===== src/rtl/seq_divider_pkg.sv =====
`default_nettype none
// +----------------------------------------------------------------------------+
// | Module   : seq_divider_pkg                                                 |
// | Brief    : State encodings and sizing helper shared by seq_divider.        |
// | Revision : 1.0 - initial release                                           |
// +----------------------------------------------------------------------------+
package seq_divider_pkg;

    localparam int STATE_W = 3;

    localparam logic [STATE_W-1:0] S_IDLE   = 3'd0;
    localparam logic [STATE_W-1:0] S_PREP_A = 3'd1;
    localparam logic [STATE_W-1:0] S_PREP_B = 3'd2;
    localparam logic [STATE_W-1:0] S_RUN    = 3'd3;
    localparam logic [STATE_W-1:0] S_FIX    = 3'd4;
    localparam logic [STATE_W-1:0] S_DONE   = 3'd5;

    // Iteration counter only has to reach N-1.
    function automatic int count_width(input int n);
        return (n < 2) ? 1 : $clog2(n);
    endfunction

endpackage
`default_nettype wire


===== src/rtl/seq_divider_add_sub.sv =====
`default_nettype none
// +----------------------------------------------------------------------------+
// | Module   : seq_divider_add_sub                                             |
// | Brief    : Shared W-bit adder/subtractor; cout=1 means no borrow on sub.   |
// | Revision : 1.0 - initial release                                           |
// +----------------------------------------------------------------------------+
module seq_divider_add_sub #(
    parameter int W = 9
) (
    input  logic [W-1:0] a,
    input  logic [W-1:0] b,
    input  logic         addn_sub,
    output logic [W-1:0] result,
    output logic         cout
);

    assign {cout, result} = {1'b0, a}
                          + {1'b0, b ^ {W{addn_sub}}}
                          + {{W{1'b0}}, addn_sub};

endmodule
`default_nettype wire


===== src/rtl/seq_divider.sv =====
`default_nettype none
// +----------------------------------------------------------------------------+
// | Module   : seq_divider                                                     |
// | Brief    : Multi-cycle restoring divider, one quotient bit per clock.      |
// |            SEQ_DIVIDER_SIGNED_EN enables two's-complement operands.        |
// | Revision : 1.0 - initial release                                           |
// +----------------------------------------------------------------------------+
module seq_divider
    import seq_divider_pkg::*;
#(
    parameter int N = 8
) (
    input  logic         clk,
    input  logic         rst_n,
    input  logic         start,
    input  logic [N-1:0] dividend,
    input  logic [N-1:0] divisor,
    output logic         busy,
    output logic         done,
    output logic [N-1:0] quotient,
    output logic [N-1:0] remainder,
    output logic         div_by_zero
);

    localparam int            CW     = count_width(N);
    localparam logic [CW-1:0] C_LAST = CW'(N - 1);

    logic [STATE_W-1:0] r_state;
    logic [N-1:0]       r_r;
    logic [N-1:0]       r_q;
    logic [N-1:0]       r_d;
    logic [CW-1:0]      r_count;
`ifdef SEQ_DIVIDER_SIGNED_EN
    logic               r_sign_q;
    logic               r_sign_r;
`endif

    logic [N:0]   w_rs;
    logic [N:0]   w_a;
    logic [N:0]   w_b;
    logic [N:0]   w_res;
    logic         w_cout;
    logic         w_unused_msb;
    logic [N-1:0] w_q_shift;
    logic [N-1:0] w_r_shift;

    assign w_rs = {r_r, r_q[N-1]};

    // The shared subtractor normally trial-subtracts D; the signed build
    // borrows it to form 0 - x for magnitudes and the quotient fix-up.
    always_comb begin
        w_a = w_rs;
        w_b = {1'b0, r_d};
`ifdef SEQ_DIVIDER_SIGNED_EN
        case (r_state)
            S_PREP_A, S_FIX: begin
                w_a = '0;
                w_b = {1'b0, r_q};
            end
            S_PREP_B: begin
                w_a = '0;
                w_b = {1'b0, r_d};
            end
            default: ;
        endcase
`endif
    end

    seq_divider_add_sub #(
        .W (N + 1)
    ) u_add_sub (
        .a        (w_a),
        .b        (w_b),
        .addn_sub (1'b1),
        .result   (w_res),
        .cout     (w_cout)
    );

    // A successful trial subtraction always leaves a value below D, so the
    // top result bit carries no information.
    assign w_unused_msb = w_res[N];
    assign w_q_shift    = {r_q[N-2:0], w_cout};
    assign w_r_shift    = w_cout ? w_res[N-1:0] : w_rs[N-1:0];

    always_ff @(posedge clk or negedge rst_n) begin
        if (!rst_n) begin
            r_state     <= S_IDLE;
            r_r         <= '0;
            r_q         <= '0;
            r_d         <= '0;
            r_count     <= '0;
            busy        <= 1'b0;
            done        <= 1'b0;
            quotient    <= '0;
            remainder   <= '0;
            div_by_zero <= 1'b0;
`ifdef SEQ_DIVIDER_SIGNED_EN
            r_sign_q    <= 1'b0;
            r_sign_r    <= 1'b0;
`endif
        end else begin
            done <= 1'b0;
            case (r_state)
                S_IDLE: begin
                    if (start) begin
                        r_d         <= divisor;
                        r_q         <= dividend;
                        r_r         <= '0;
                        r_count     <= '0;
                        div_by_zero <= 1'b0;
                        busy        <= 1'b1;
`ifdef SEQ_DIVIDER_SIGNED_EN
                        r_sign_q    <= dividend[N-1] ^ divisor[N-1];
                        r_sign_r    <= dividend[N-1];
`endif
                        if (divisor == '0) begin
                            quotient    <= '1;
                            remainder   <= dividend;
                            div_by_zero <= 1'b1;
                            done        <= 1'b1;
                            r_state     <= S_DONE;
                        end else begin
`ifdef SEQ_DIVIDER_SIGNED_EN
                            r_state <= S_PREP_A;
`else
                            r_state <= S_RUN;
`endif
                        end
                    end
                end
`ifdef SEQ_DIVIDER_SIGNED_EN
                S_PREP_A: begin
                    if (r_q[N-1]) r_q <= w_res[N-1:0];
                    r_state <= S_PREP_B;
                end
                S_PREP_B: begin
                    if (r_d[N-1]) r_d <= w_res[N-1:0];
                    r_state <= S_RUN;
                end
`endif
                S_RUN: begin
                    r_r     <= w_r_shift;
                    r_q     <= w_q_shift;
                    r_count <= r_count + 1'b1;
                    if (r_count == C_LAST) begin
`ifdef SEQ_DIVIDER_SIGNED_EN
                        r_state <= S_FIX;
`else
                        // Results land with done so they are valid in the DONE cycle.
                        quotient  <= w_q_shift;
                        remainder <= w_r_shift;
                        done      <= 1'b1;
                        r_state   <= S_DONE;
`endif
                    end
                end
`ifdef SEQ_DIVIDER_SIGNED_EN
                S_FIX: begin
                    quotient  <= r_sign_q ? w_res[N-1:0] : r_q;
                    remainder <= r_sign_r ? -r_r : r_r;
                    done      <= 1'b1;
                    r_state   <= S_DONE;
                end
`endif
                S_DONE: begin
                    busy    <= 1'b0;
                    r_state <= S_IDLE;
                end
                default: begin
                    busy    <= 1'b0;
                    r_state <= S_IDLE;
                end
            endcase
        end
    end

endmodule
`default_nettype wire


===== config.mk =====
export PLATFORM = sky130hd
export DESIGN_NAME = seq_divider
export DESIGN_NICKNAME = d
export VERILOG_FILES = /design/src/rtl/seq_divider_pkg.sv /design/src/rtl/seq_divider_add_sub.sv /design/src/rtl/seq_divider.sv
export SDC_FILE = /design/constraint.sdc
export NUM_CORES = 1
export LEC_CHECK = 0
export ABC_AREA = 0
export CAP_MARGIN = 20
export CORE_MARGIN = 1.5
export CORE_UTILIZATION = 35
export DETAILED_ROUTE_END_ITERATION = 10
export PLACE_DENSITY = 0.66
export SLEW_MARGIN = 20
export SYNTH_ARGS = -nofsm -noshare
export SYNTH_HDL_FRONTEND = slang
export SYNTH_HIERARCHICAL = 1
export SYNTH_SLANG_ARGS = --single-unit

===== constraint.sdc =====
create_clock -name clk -period 3.45 [get_ports clk]
set_input_delay 0.8625 -clock clk [delete_from_list [all_inputs] [get_ports clk]]
set_output_delay 0.8625 -clock clk [all_outputs]
set_load 0.03 [all_outputs]

==> impl_results.rst <==
.. list-table::
   :header-rows: 1

   * - Metric
     - Value
   * - Critical path fanouts, max
     - 4
   * - Max-slew headroom at the worst pin
     - 48.1%
   * - Post-DR vias/cell
     - 5.10
   * - Hold_ws
     - 504 ps
   * - Buffers from clock root to sink, at most
     - 2
   * - Clock Sinks
     - 49
   * - Power density over the cells
     - 651 nW/um^2
   * - I/O pin total
     - 38
   * - Number of clock buffers inserted by TritonCTS
     - 5
   * - Commonest non-fill, non-tap cell in the layout
     - dfrtp_1
   * - Clock tree skew after final layout
     - 6.50 ps
   * - RR Endpoint
     - remainder[7]$_DFFE_PN0P_
   * - Clock tree from TritonCTS
     - built
   * - Setup repair after global routing missed its margin
     - false
   * - Area Growth Syn to Fin
     - 19.3%
   * - Post-CTS repair timing setup buffer count
     - 0
   * - Starting density of the core
     - 36.4%
   * - Root buffer selected by CTS
     - clkbuf_8
   * - Placement row count
     - 31
   * - Die area
     - 8160 sq um
   * - Detailed Route WL
     - 5.66 mm
   * - Startpoint types
     - flop
   * - Hold Startpoint
     - r_state[2]$_DFFE_PN0P_
   * - Die span in x
     - 90.3 um
   * - Drt drc
     - 0
   * - Count of buffers inserted at the top-level ports
     - 37
   * - FF-to-FF Start
     - r_d[2]$_DFFE_PN0P_
   * - DP Wirelength
     - 4.15 mm
   * - Worst hold path endpoint
     - busy$_DFFE_PN0P_
   * - Number of max-capacitance violations reported
     - 0
   * - Final net count
     - 324
   * - Cells after synthesis
     - 257
   * - DR iter-0 viols
     - 116
   * - IR Drop Worst-Case VDD
     - 0.000354 V
   * - Outcome
     - finished, final reports clean
   * - Synthesis Warnings
     - 6
   * - Sequential Area
     - 1230 sq um
   * - Overall global routing resource usage
     - 14.7%
   * - P_leak
     - 1.50 nW
   * - Hold WC Path Type
     - reg -> reg
   * - Fraction of final layout cells sized beyond drive strength 1
     - 8.84%
   * - Layout filler cell count
     - 695
   * - Htree depth
     - 2
   * - Register clock-pin slew on the reported worst setup and hold paths
     - 100 ps
   * - Arrival time reported for the critical path endpoint
     - 3020 ps
   * - Total via count in the routed design
     - 2005
   * - Final cell count without fillers
     - 393
   * - Time the worst path needs with I/O delays and setup
     - 2830 ps
   * - Wire length of the first global-routing pass
     - 9.72 mm
   * - Final routed wire length divided by cell count
     - 14.4 um
   * - Pre-Repair DR Iteration Count
     - 4
   * - Post-Syn Nets
     - 288
   * - Worst slack at placement
     - 624 ps
   * - Final Max Slew Viols
     - 0
   * - Worst Hold Path Cells
     - 1
   * - Total overflow reported by the global router
     - 0
   * - Cell count after placement
     - 385
   * - Fraction of the core area covered by cells at the end of the flow
     - 43.4%
   * - Most frequent cells in the layout
     - 49 x dfrtp_1, 45 x nand2_1, 36 x clkdlybuf4s50_1
   * - Max Freq
     - 0.353 GHz
   * - Setup Viol. Count Final
     - 0
   * - Portion of the clock cycle consumed by the worst path in the final layout
     - 82.2%
   * - Cell area after synthesis
     - 2670 sq um
   * - Pin count of the biggest net entering global routing
     - 50
   * - Average cell area after synthesis
     - 10.4 sq um
   * - Source-to-sink clock delay at the later pin of the worst-skew pair
     - 300 ps
   * - Critical path capture point type
     - flop
   * - Final setup slack of the worst path
     - 615 ps
   * - Core Area
     - 7330 sq um
   * - Final weighted congestion in routability-driven placement
     - 0.831
   * - Required time of the critical path
     - 3640 ps
   * - Slew at the pin closest to its max-slew limit
     - 776 ps
   * - Antenna Violating Nets Remaining
     - 0
   * - Number of hold-slack violations in the final timing report
     - 0
   * - Setup TNS
     - 0 ps
   * - Worst setup slack for register-to-register paths
     - 620 ps
   * - Initial antenna violation count
     - 0
   * - Number of antenna repair diodes
     - 0
   * - Number of hold buffers added after cts
     - 0
   * - Vias in the first global route
     - 1988
   * - Die Span Y
     - 90.3 um
   * - Post-CTS sizing
     - 0
   * - Area of combinational cells with multiple inputs
     - 1270 sq um
   * - Crit path kind
     - reg -> reg
   * - Number of cell instances on the worst register-to-register path
     - 9
## how the worst max path moves through the flow
stage          slack, ps          startpoint                       end  depth (start not counted)
6_report             620  r_d[2]$_DFFE_PN0P_  remainder[7]$_DFFE_PN0P_                          9
2_1_floorplan        800  r_d[2]$_DFFE_PN0P_  remainder[7]$_DFFE_PN0P_                          9
3_5_place_dp         620  r_d[2]$_DFFE_PN0P_  remainder[7]$_DFFE_PN0P_                          9
3_3_place_gp         710  r_d[2]$_DFFE_PN0P_  remainder[7]$_DFFE_PN0P_                          9
5_1_grt              460  r_d[2]$_DFFE_PN0P_  remainder[7]$_DFFE_PN0P_                          9
4_1_cts              610  r_d[2]$_DFFE_PN0P_  remainder[7]$_DFFE_PN0P_                          9
## worst max-delay path, cell delays in order (launching register included)
cell,delay [ps]
dfrtp_1,400
xor2_1,180
ha_1,290
a2111o_1,420
a31o_1,240
and3_1,150
or4b_1,510
mux2_2,290
mux2i_1,140
mux2i_1,100
## flip-flops by register name, indices dropped and copies added, names as in the netlist, 3 cells and up
signal and cells:
quotient 8, r_d 8, r_q 8, r_r 8
remainder 8, r_count 3, r_state 3
## per-layer routing
metal | up-vias | global-route usage (%) | part of all wire [%]
li1 | 956 | - | -
met1 | 981 | 20.4 | 48
met2 | 59 | 23.2 | 46
met3 | 9 | 2.61 | 3.7
met4 | 0 | 5.03 | 1.7
met5 | - | 0 | 0
## cell type report
type	count	share of cell area, %
multi-input combinational	177	40.0
sequential	49	38.5
timing repair buffer	41	12.5
tap	99	3.89
inverter	19	2.24
clock buffer	5	2.16
clock inverter	3	0.668
## through the flow
| stage | cell area [sq um] | power, mW |
|---|---|---|
| 5_1_grt | 3180 | 2.24 |
| 3_5_place_dp | 3090 | 1.73 |
| 3_3_place_gp | 3090 | 1.70 |
| 4_1_cts | 3180 | 2.09 |
| 2_1_floorplan | 2670 | 1.51 |
| 6_report | 3180 | 2.07 |
## power by group
part	switching [mW]	internal, mW
clock network	0.204	0.144
logic	0.511	0.382
registers	0.113	0.720
total	0.828	1.25
Note: power is estimated with default switching activity, not from simulation.
